## config.mk

```make
export PLATFORM = sky130hd
export DESIGN_NAME = honeybee_voxel_engine_flat
export DESIGN_NICKNAME = d
export VERILOG_FILES = /design/src/rtl/honeybee_voxel_engine_pkg.sv /design/src/rtl/honeybee_voxel_engine_if.sv /design/src/rtl/honeybee_voxel_engine_axis_range.sv /design/src/rtl/honeybee_voxel_engine.sv /design/src/flat_wrapper.sv
export SDC_FILE = /design/constraint.sdc
export NUM_CORES = 1
export LEC_CHECK = 0
export ABC_AREA = 1
export BUFFER_PORTS_ARGS = -buffer_cell sky130_fd_sc_hd__buf_2
export CORE_ASPECT_RATIO = 2
export CORE_UTILIZATION = 55
export DETAILED_ROUTE_END_ITERATION = 10
export PLACE_DENSITY = 0.83
export SYNTH_ARGS = -nofsm -noshare
export SYNTH_HDL_FRONTEND = slang
export SYNTH_SLANG_ARGS = --single-unit
```

## constraint.sdc

```tcl
create_clock -name clk -period 3.95 [get_ports clk]
set_input_delay 0.1975 -clock clk [delete_from_list [all_inputs] [get_ports clk]]
set_output_delay 0.1975 -clock clk [all_outputs]
set_load 0.01 [all_outputs]
```

## src/rtl/honeybee_voxel_engine_pkg.sv

```systemverilog
// Shared types and constants for the honeybee voxel-collision engine.
package honeybee_voxel_engine_pkg;

    localparam int unsigned GRID_DIM      = 4;
    localparam int unsigned NVOX          = GRID_DIM * GRID_DIM * GRID_DIM;
    localparam int unsigned VOX_IDX_WIDTH = 6;
    localparam int unsigned AXIS_WIDTH    = 2;

    typedef enum logic [1:0] {
        HB_IDLE  = 2'd0,
        HB_BBOX  = 2'd1,
        HB_SWEEP = 2'd2,
        HB_DONE  = 2'd3
    } hb_state_t;

    // ap_return bit index for voxel (x, y, z): z*16 + y*4 + x
    function automatic logic [VOX_IDX_WIDTH-1:0] hb_vox_bit(
        input logic [AXIS_WIDTH-1:0] z,
        input logic [AXIS_WIDTH-1:0] y,
        input logic [AXIS_WIDTH-1:0] x
    );
        return {z, y, x};
    endfunction

    // Inclusive range test of one axis cell against its bounding-box extent
    function automatic logic hb_in_range(
        input logic [AXIS_WIDTH-1:0] v,
        input logic [AXIS_WIDTH-1:0] lo,
        input logic [AXIS_WIDTH-1:0] hi
    );
        return (v >= lo) && (v <= hi);
    endfunction

endpackage

```

## src/rtl/honeybee_voxel_engine_if.sv

```systemverilog
// ap_ctrl_hs handshake plus edge-coordinate bus for the honeybee engine.
interface honeybee_voxel_engine_if
    import honeybee_voxel_engine_pkg::*;
#(
    parameter int unsigned COORD_WIDTH = 32
) ();

    logic                   ap_start;
    logic                   ap_done;
    logic                   ap_idle;
    logic                   ap_ready;
    logic [NVOX-1:0]        ap_return;
    logic [COORD_WIDTH-1:0] edge_p1_x;
    logic [COORD_WIDTH-1:0] edge_p1_y;
    logic [COORD_WIDTH-1:0] edge_p1_z;
    logic [COORD_WIDTH-1:0] edge_p2_x;
    logic [COORD_WIDTH-1:0] edge_p2_y;
    logic [COORD_WIDTH-1:0] edge_p2_z;

    // Core controller side
    modport master (
        output ap_start,
        output edge_p1_x, edge_p1_y, edge_p1_z,
        output edge_p2_x, edge_p2_y, edge_p2_z,
        input  ap_done, ap_idle, ap_ready, ap_return
    );

    // Accelerator side
    modport slave (
        input  ap_start,
        input  edge_p1_x, edge_p1_y, edge_p1_z,
        input  edge_p2_x, edge_p2_y, edge_p2_z,
        output ap_done, ap_idle, ap_ready, ap_return
    );

endinterface

```

## src/rtl/honeybee_voxel_engine_axis_range.sv

```systemverilog
// One axis of the bounding box: two coordinates -> clamped cell range (lo, hi).
module hb_axis_range
    import honeybee_voxel_engine_pkg::*;
#(
    parameter int unsigned COORD_WIDTH = 32,
    parameter int unsigned CELL_SHIFT  = 6
) (
    input  logic [COORD_WIDTH-1:0] c1_coord,
    input  logic [COORD_WIDTH-1:0] c2_coord,
    output logic [AXIS_WIDTH-1:0]  lo,
    output logic [AXIS_WIDTH-1:0]  hi
);

    localparam logic [COORD_WIDTH-1:0] TOP_CELL_W = COORD_WIDTH'(GRID_DIM - 1);
    localparam logic [AXIS_WIDTH-1:0]  TOP_CELL   = AXIS_WIDTH'(GRID_DIM - 1);

    logic [COORD_WIDTH-1:0] s1;
    logic [COORD_WIDTH-1:0] s2;
    logic [AXIS_WIDTH-1:0]  c1;
    logic [AXIS_WIDTH-1:0]  c2;

    // Scale to cell index, saturate at the top cell, then order the pair
    always_comb begin
        s1 = c1_coord >> CELL_SHIFT;
        s2 = c2_coord >> CELL_SHIFT;
        c1 = (s1 > TOP_CELL_W) ? TOP_CELL : s1[AXIS_WIDTH-1:0];
        c2 = (s2 > TOP_CELL_W) ? TOP_CELL : s2[AXIS_WIDTH-1:0];
        lo = (c1 < c2) ? c1 : c2;
        hi = (c1 < c2) ? c2 : c1;
    end

endmodule

```

## src/rtl/honeybee_voxel_engine.sv

```systemverilog
// Honeybee voxel engine: edge AABB vs 4x4x4 grid, one voxel per clock.
module honeybee_voxel_engine
    import honeybee_voxel_engine_pkg::*;
#(
    parameter int unsigned COORD_WIDTH = 32,
    parameter int unsigned CELL_SHIFT  = 6
) (
    input  logic                    clk,
    input  logic                    rstb,
    honeybee_voxel_engine_if.slave  bus
);

    hb_state_t              state_q, state_d;
    logic [COORD_WIDTH-1:0] p1_q [3];
    logic [COORD_WIDTH-1:0] p1_d [3];
    logic [COORD_WIDTH-1:0] p2_q [3];
    logic [COORD_WIDTH-1:0] p2_d [3];
    logic [AXIS_WIDTH-1:0]  lo_q [3];
    logic [AXIS_WIDTH-1:0]  lo_d [3];
    logic [AXIS_WIDTH-1:0]  hi_q [3];
    logic [AXIS_WIDTH-1:0]  hi_d [3];
    logic [AXIS_WIDTH-1:0]  rng_lo [3];
    logic [AXIS_WIDTH-1:0]  rng_hi [3];
    logic [VOX_IDX_WIDTH-1:0] idx_q, idx_d;
    logic [NVOX-1:0]        acc_q, acc_d;
    logic [NVOX-1:0]        ret_q, ret_d;
    logic                   ready_q, ready_d;
    logic                   done_q, done_d;
    logic                   idle_q, idle_d;
    logic                   hit;

    for (genvar a = 0; a < 3; a++) begin : g_axis
        hb_axis_range #(
            .COORD_WIDTH(COORD_WIDTH),
            .CELL_SHIFT (CELL_SHIFT)
        ) u_axis (
            .c1_coord(p1_q[a]),
            .c2_coord(p2_q[a]),
            .lo      (rng_lo[a]),
            .hi      (rng_hi[a])
        );
    end

    // Next-state, datapath and registered handshake outputs
    always_comb begin
        state_d = state_q;
        p1_d    = p1_q;
        p2_d    = p2_q;
        lo_d    = lo_q;
        hi_d    = hi_q;
        idx_d   = idx_q;
        acc_d   = acc_q;
        ret_d   = ret_q;
        ready_d = 1'b0;
        done_d  = 1'b0;
        hit     = hb_in_range(idx_q[1:0], lo_q[0], hi_q[0])
                & hb_in_range(idx_q[3:2], lo_q[1], hi_q[1])
                & hb_in_range(idx_q[5:4], lo_q[2], hi_q[2]);
        case (state_q)
            HB_IDLE: begin
                if (bus.ap_start) begin
                    p1_d    = '{bus.edge_p1_x, bus.edge_p1_y, bus.edge_p1_z};
                    p2_d    = '{bus.edge_p2_x, bus.edge_p2_y, bus.edge_p2_z};
                    acc_d   = '0;
                    ready_d = 1'b1;
                    state_d = HB_BBOX;
                end
            end
            HB_BBOX: begin
                lo_d    = rng_lo;
                hi_d    = rng_hi;
                idx_d   = '0;
                state_d = HB_SWEEP;
            end
            HB_SWEEP: begin
                acc_d[idx_q] = hit;
                idx_d        = idx_q + 1'b1;
                if (idx_q == '1) begin
                    // Result is loaded on entry to DONE so it is valid alongside ap_done
                    ret_d   = acc_d;
                    done_d  = 1'b1;
                    state_d = HB_DONE;
                end
            end
            HB_DONE: begin
                state_d = HB_IDLE;
            end
            default: state_d = HB_IDLE;
        endcase
        idle_d = (state_d == HB_IDLE);
    end

    // State and output registers with asynchronous active-low reset
    always_ff @(posedge clk or negedge rstb) begin
        if (!rstb) begin
            state_q <= HB_IDLE;
            p1_q    <= '{default: '0};
            p2_q    <= '{default: '0};
            lo_q    <= '{default: '0};
            hi_q    <= '{default: '0};
            idx_q   <= '0;
            acc_q   <= '0;
            ret_q   <= '0;
            ready_q <= 1'b0;
            done_q  <= 1'b0;
            idle_q  <= 1'b1;
        end else begin
            state_q <= state_d;
            p1_q    <= p1_d;
            p2_q    <= p2_d;
            lo_q    <= lo_d;
            hi_q    <= hi_d;
            idx_q   <= idx_d;
            acc_q   <= acc_d;
            ret_q   <= ret_d;
            ready_q <= ready_d;
            done_q  <= done_d;
            idle_q  <= idle_d;
        end
    end

    assign bus.ap_done   = done_q;
    assign bus.ap_ready  = ready_q;
    assign bus.ap_idle   = idle_q;
    assign bus.ap_return = ret_q;

endmodule

```

## src/flat_wrapper.sv

```systemverilog
// flat-port wrapper written by rule: the top's interface ports become plain ports
module honeybee_voxel_engine_flat import honeybee_voxel_engine_pkg::*;
#(
    parameter int unsigned COORD_WIDTH = 32,
    parameter int unsigned CELL_SHIFT  = 6
)
  (clk, rstb, bus_ap_start, bus_edge_p1_x, bus_edge_p1_y, bus_edge_p1_z, bus_edge_p2_x, bus_edge_p2_y, bus_edge_p2_z, bus_ap_done, bus_ap_idle, bus_ap_ready, bus_ap_return);
  honeybee_voxel_engine_if #(.COORD_WIDTH(COORD_WIDTH)) bus_i ();
  input  logic clk;
  input  logic rstb;
  input wire logic [$bits(bus_i.ap_start)-1:0] bus_ap_start;
  input wire logic [$bits(bus_i.edge_p1_x)-1:0] bus_edge_p1_x;
  input wire logic [$bits(bus_i.edge_p1_y)-1:0] bus_edge_p1_y;
  input wire logic [$bits(bus_i.edge_p1_z)-1:0] bus_edge_p1_z;
  input wire logic [$bits(bus_i.edge_p2_x)-1:0] bus_edge_p2_x;
  input wire logic [$bits(bus_i.edge_p2_y)-1:0] bus_edge_p2_y;
  input wire logic [$bits(bus_i.edge_p2_z)-1:0] bus_edge_p2_z;
  output wire logic [$bits(bus_i.ap_done)-1:0] bus_ap_done;
  output wire logic [$bits(bus_i.ap_idle)-1:0] bus_ap_idle;
  output wire logic [$bits(bus_i.ap_ready)-1:0] bus_ap_ready;
  output wire logic [$bits(bus_i.ap_return)-1:0] bus_ap_return;
  assign bus_i.ap_start = bus_ap_start;
  assign bus_i.edge_p1_x = bus_edge_p1_x;
  assign bus_i.edge_p1_y = bus_edge_p1_y;
  assign bus_i.edge_p1_z = bus_edge_p1_z;
  assign bus_i.edge_p2_x = bus_edge_p2_x;
  assign bus_i.edge_p2_y = bus_edge_p2_y;
  assign bus_i.edge_p2_z = bus_edge_p2_z;
  assign bus_ap_done = bus_i.ap_done;
  assign bus_ap_idle = bus_i.ap_idle;
  assign bus_ap_ready = bus_i.ap_ready;
  assign bus_ap_return = bus_i.ap_return;
  honeybee_voxel_engine #(.COORD_WIDTH(COORD_WIDTH), .CELL_SHIFT(CELL_SHIFT)) u_core (.clk(clk), .rstb(rstb), .bus(bus_i));
endmodule
```

==> run summary <==
status - finished, final reports clean
WL per Instance - 16.3 um
cell breakdown of the critical path - inv_1 > ha_1 > nand2_4 > inv_4 > nor2_4 > nor2_4 > buf_4 > nand3_1 > nand2_1
Max clock buf depth - 3
nature of the critical path endpoint - register
Post-Syn Instances - 1,784
CP startpoint kind - register
critical path class - reg2reg
Avg Cell Area, Syn - 7.83 um2
Slowest cell on crit path - buf_4
post-CTS resize count - 0
CP most frequent cell - nor2_4
Cell Count, Final, Fillers Out - 2,494
dominant synthesized flop cell - dfrtp_1
final hold violation count - 0
Clock transition at path regs - 0.07 ns
cell taking the most area after synthesis - dfrtp_1
Clk Latency, worst-skew pair - 0.55 ns
DR pass1 iterations - 6
WL final - 40.6 mm
antenna violations before repair - 4
WP data arrival - 3.23 ns
ANT nets after route - 0
leading post-synthesis cells by instance count - 876 x nand2_1, 306 x dfrtp_1, 179 x nor2_1
largest net degree at the start of global routing - 111
Port-buffer cells - 225
slew of the pin with the lowest slew margin - 1.02 ns
Final TNS setup - 0 ns
CTS Buf Count - 27
final worst slack - 1.21 ns
synth unique cells - 24
maximum vdd ir drop - 374 uV
Area contributors post-synth - dfrtp_1 55%, nand2_1 24%, nand3_1 4.9%, nor2_1 4.8%, or2_2 2.9%
CP peak stage delay - 0.57 ns
Post-Syn Area - 0.0140 mm2
Die X - 115 um
first-pass GRT wire length - 64.2 mm
dpl hpwl - 22.4 mm
most common cell in the netlist - nand2_1
LEAKAGE - 10.3 nW
synth warn - 0
Final setup viols - 0
Tot GR Track Use - 0.315
delay-heaviest family, CP - buffers and inverters
Die Span Y - 227 um
DRC Markers - 0
Pins Over Slew Limit - 0
GR Overflow Total - 0
row cnt - 82
clk_skew - 0.0168 ns
Via density - 5.37
postcts setup bufs - 0
Hold Path Class - in2async
CP required - 4.43 ns
Syn Nets - 2,004
share of layout cells above drive strength 1 - 0.166
MaxCap Viol Count - 0
IO Count - 262
Clock Sinks - 307
number of synthesized flops with an enable pin - 0
synthesized flop and latch total - 307
area growth from synthesis to layout - 26.9%
vias in the first global route - 13,600
Initial Utilization - 0.558
post-synth top area share - 0.548
root buffer cell - clkbuf_16
Final GP Congestion - 0.824
DP Worst Slack - 1.24 ns
placed cells - 2,287
crit-path max FO - 64
Async S/R FF share, synth - 1.00
H-tree depth - 1
CTS tree - yes
nets@finish - 2,357
unrepaired setup endpoints after global routing - false
cell area power density - 338 mW/mm2
Vias - 13,400
relative slew slack - 0.321
floorplan core area - 0.0250 mm2
Post-CTS Hold Buffers - 157
DR iter-0 viols - 1,108
period utilisation layout - 0.695
sequential element share of the synthesized area - 0.550
Max Clk Rate - 364 MHz
Die Area - 0.0261 mm2
CP Buf/Inv Count - 3
Tmin final - 2.74 ns
-- layout make-up --
cell class                 count  area [um2]
inverter                      71         269
clock buffer                  33         738
sequential                   307        7680
antenna                        5        12.5
timing repair buffer         396        2840
clock inverter                12        92.6
tap                          336         420
multi-input combinational   1334        5680
fill                        1826        7300
-- flip-flops by register name, indices dropped and copies added, names as in the netlist --
| register | cells |
|---|---|
| u_core.p1_q | 78 |
| u_core.p2_q | 78 |
| u_core.acc_q | 64 |
| u_core.bus.ap_return | 64 |
| u_core.hi_q | 6 |
| u_core.idx_q | 6 |
| u_core.lo_q | 6 |
| u_core.state_q | 2 |
| u_core.bus.ap_done | 1 |
| u_core.bus.ap_idle | 1 |
| u_core.bus.ap_ready | 1 |
-- per-stage QoR --
| step | power [mW] | hold slack (ns) | instance area, um2 | util |
|---|---|---|---|---|
| detailed placement | 3.35 | 0.303 | 15300 | 0.612 |
| finish | 6.00 | 0.311 | 17700 | 0.708 |
| global route | 6.15 | 0.365 | 17700 | 0.708 |
| global placement | 3.35 | 0.290 | 15300 | 0.612 |
| CTS | 6.01 | 0.289 | 17700 | 0.708 |
| floorplan | 3.20 | -0.0981 | 14000 | - |
-- cells by family after synthesis --
| group | after synthesis | synth area share |
|---|---|---|
| fa+ha+maj | 25 | 0.0224 |
| buf+inv | 143 | 0.0451 |
| xor+xnor | 1 | 0.000627 |
| compound gates | 26 | 0.0100 |
| flops | 307 | 0.550 |
| simple gates | 1282 | 0.372 |
-- cells in the final DEF, fill, tap and decap left out --
cell type | synthesis | layout
inv_4 | 0 | 1
nor2_2 | 2 | 2
ha_1 | 25 | 25
nand3_2 | 0 | 1
buf_12 | 0 | 2
bufinv_16 | 0 | 1
nor3_1 | 15 | 15
clkbuf_8 | 0 | 4
o21a_1 | 1 | 1
inv_1 | 68 | 68
clkbuf_1 | 28 | 2
nor2_1 | 179 | 178
buf_2 | 35 | 224
dlygate4sd3_1 | 0 | 157
inv_2 | 3 | 2
buf_8 | 1 | 1
dfstp_2 | 1 | 1
diode_2 | 0 | 5
clkbuf_16 | 0 | 27
nand4_1 | 6 | 6
nor2_4 | 1 | 2
o211ai_1 | 3 | 3
clkinv_2 | 0 | 8
nand3_1 | 138 | 137
a21oi_1 | 2 | 2
nand2_4 | 0 | 1
dfrtp_1 | 306 | 306
or2_2 | 64 | 64
nand2_2 | 1 | 2
o21ai_0 | 20 | 20
clkinvlp_4 | 0 | 3
buf_4 | 0 | 12
xor2_1 | 1 | 1
nand2_1 | 876 | 874
-- routing by layer --
metal | up-vias | wire length [um] | GRT usage
li1 | 6208 | - | -
met1 | 6301 | 14000 | 0.335
met2 | 667 | 21200 | 0.568
met3 | 229 | 2260 | 0.0405
met4 | 0 | 3080 | 0.227
met5 | - | 0 | 0
-- worst paths after layout --
kind	startpoint	end	slack, ns	cells past startpoint
min in group clk	bus_ap_start	u_core.p2_q[95]	0.31	4
worst min-delay path	rstb	u_core.p1_q[52]	0.31	2
worst max register to register	u_core.state_q[1]	u_core.acc_q[5]	1.21	9
max in group asynchronous	rstb	u_core.bus.ap_return[41]	2.66	3
worst max-delay path	u_core.state_q[1]	u_core.acc_q[5]	1.21	9
worst min register to register	u_core.acc_q[58]	u_core.acc_q[58]	0.47	2
-- power by group --
group	switching, mW	internal [mW]	total (mW)
logic	0.122	0.162	0.284
registers	0	3.14	3.14
clock network	1.18	1.39	2.57
(Power assumes the default switching activity.)
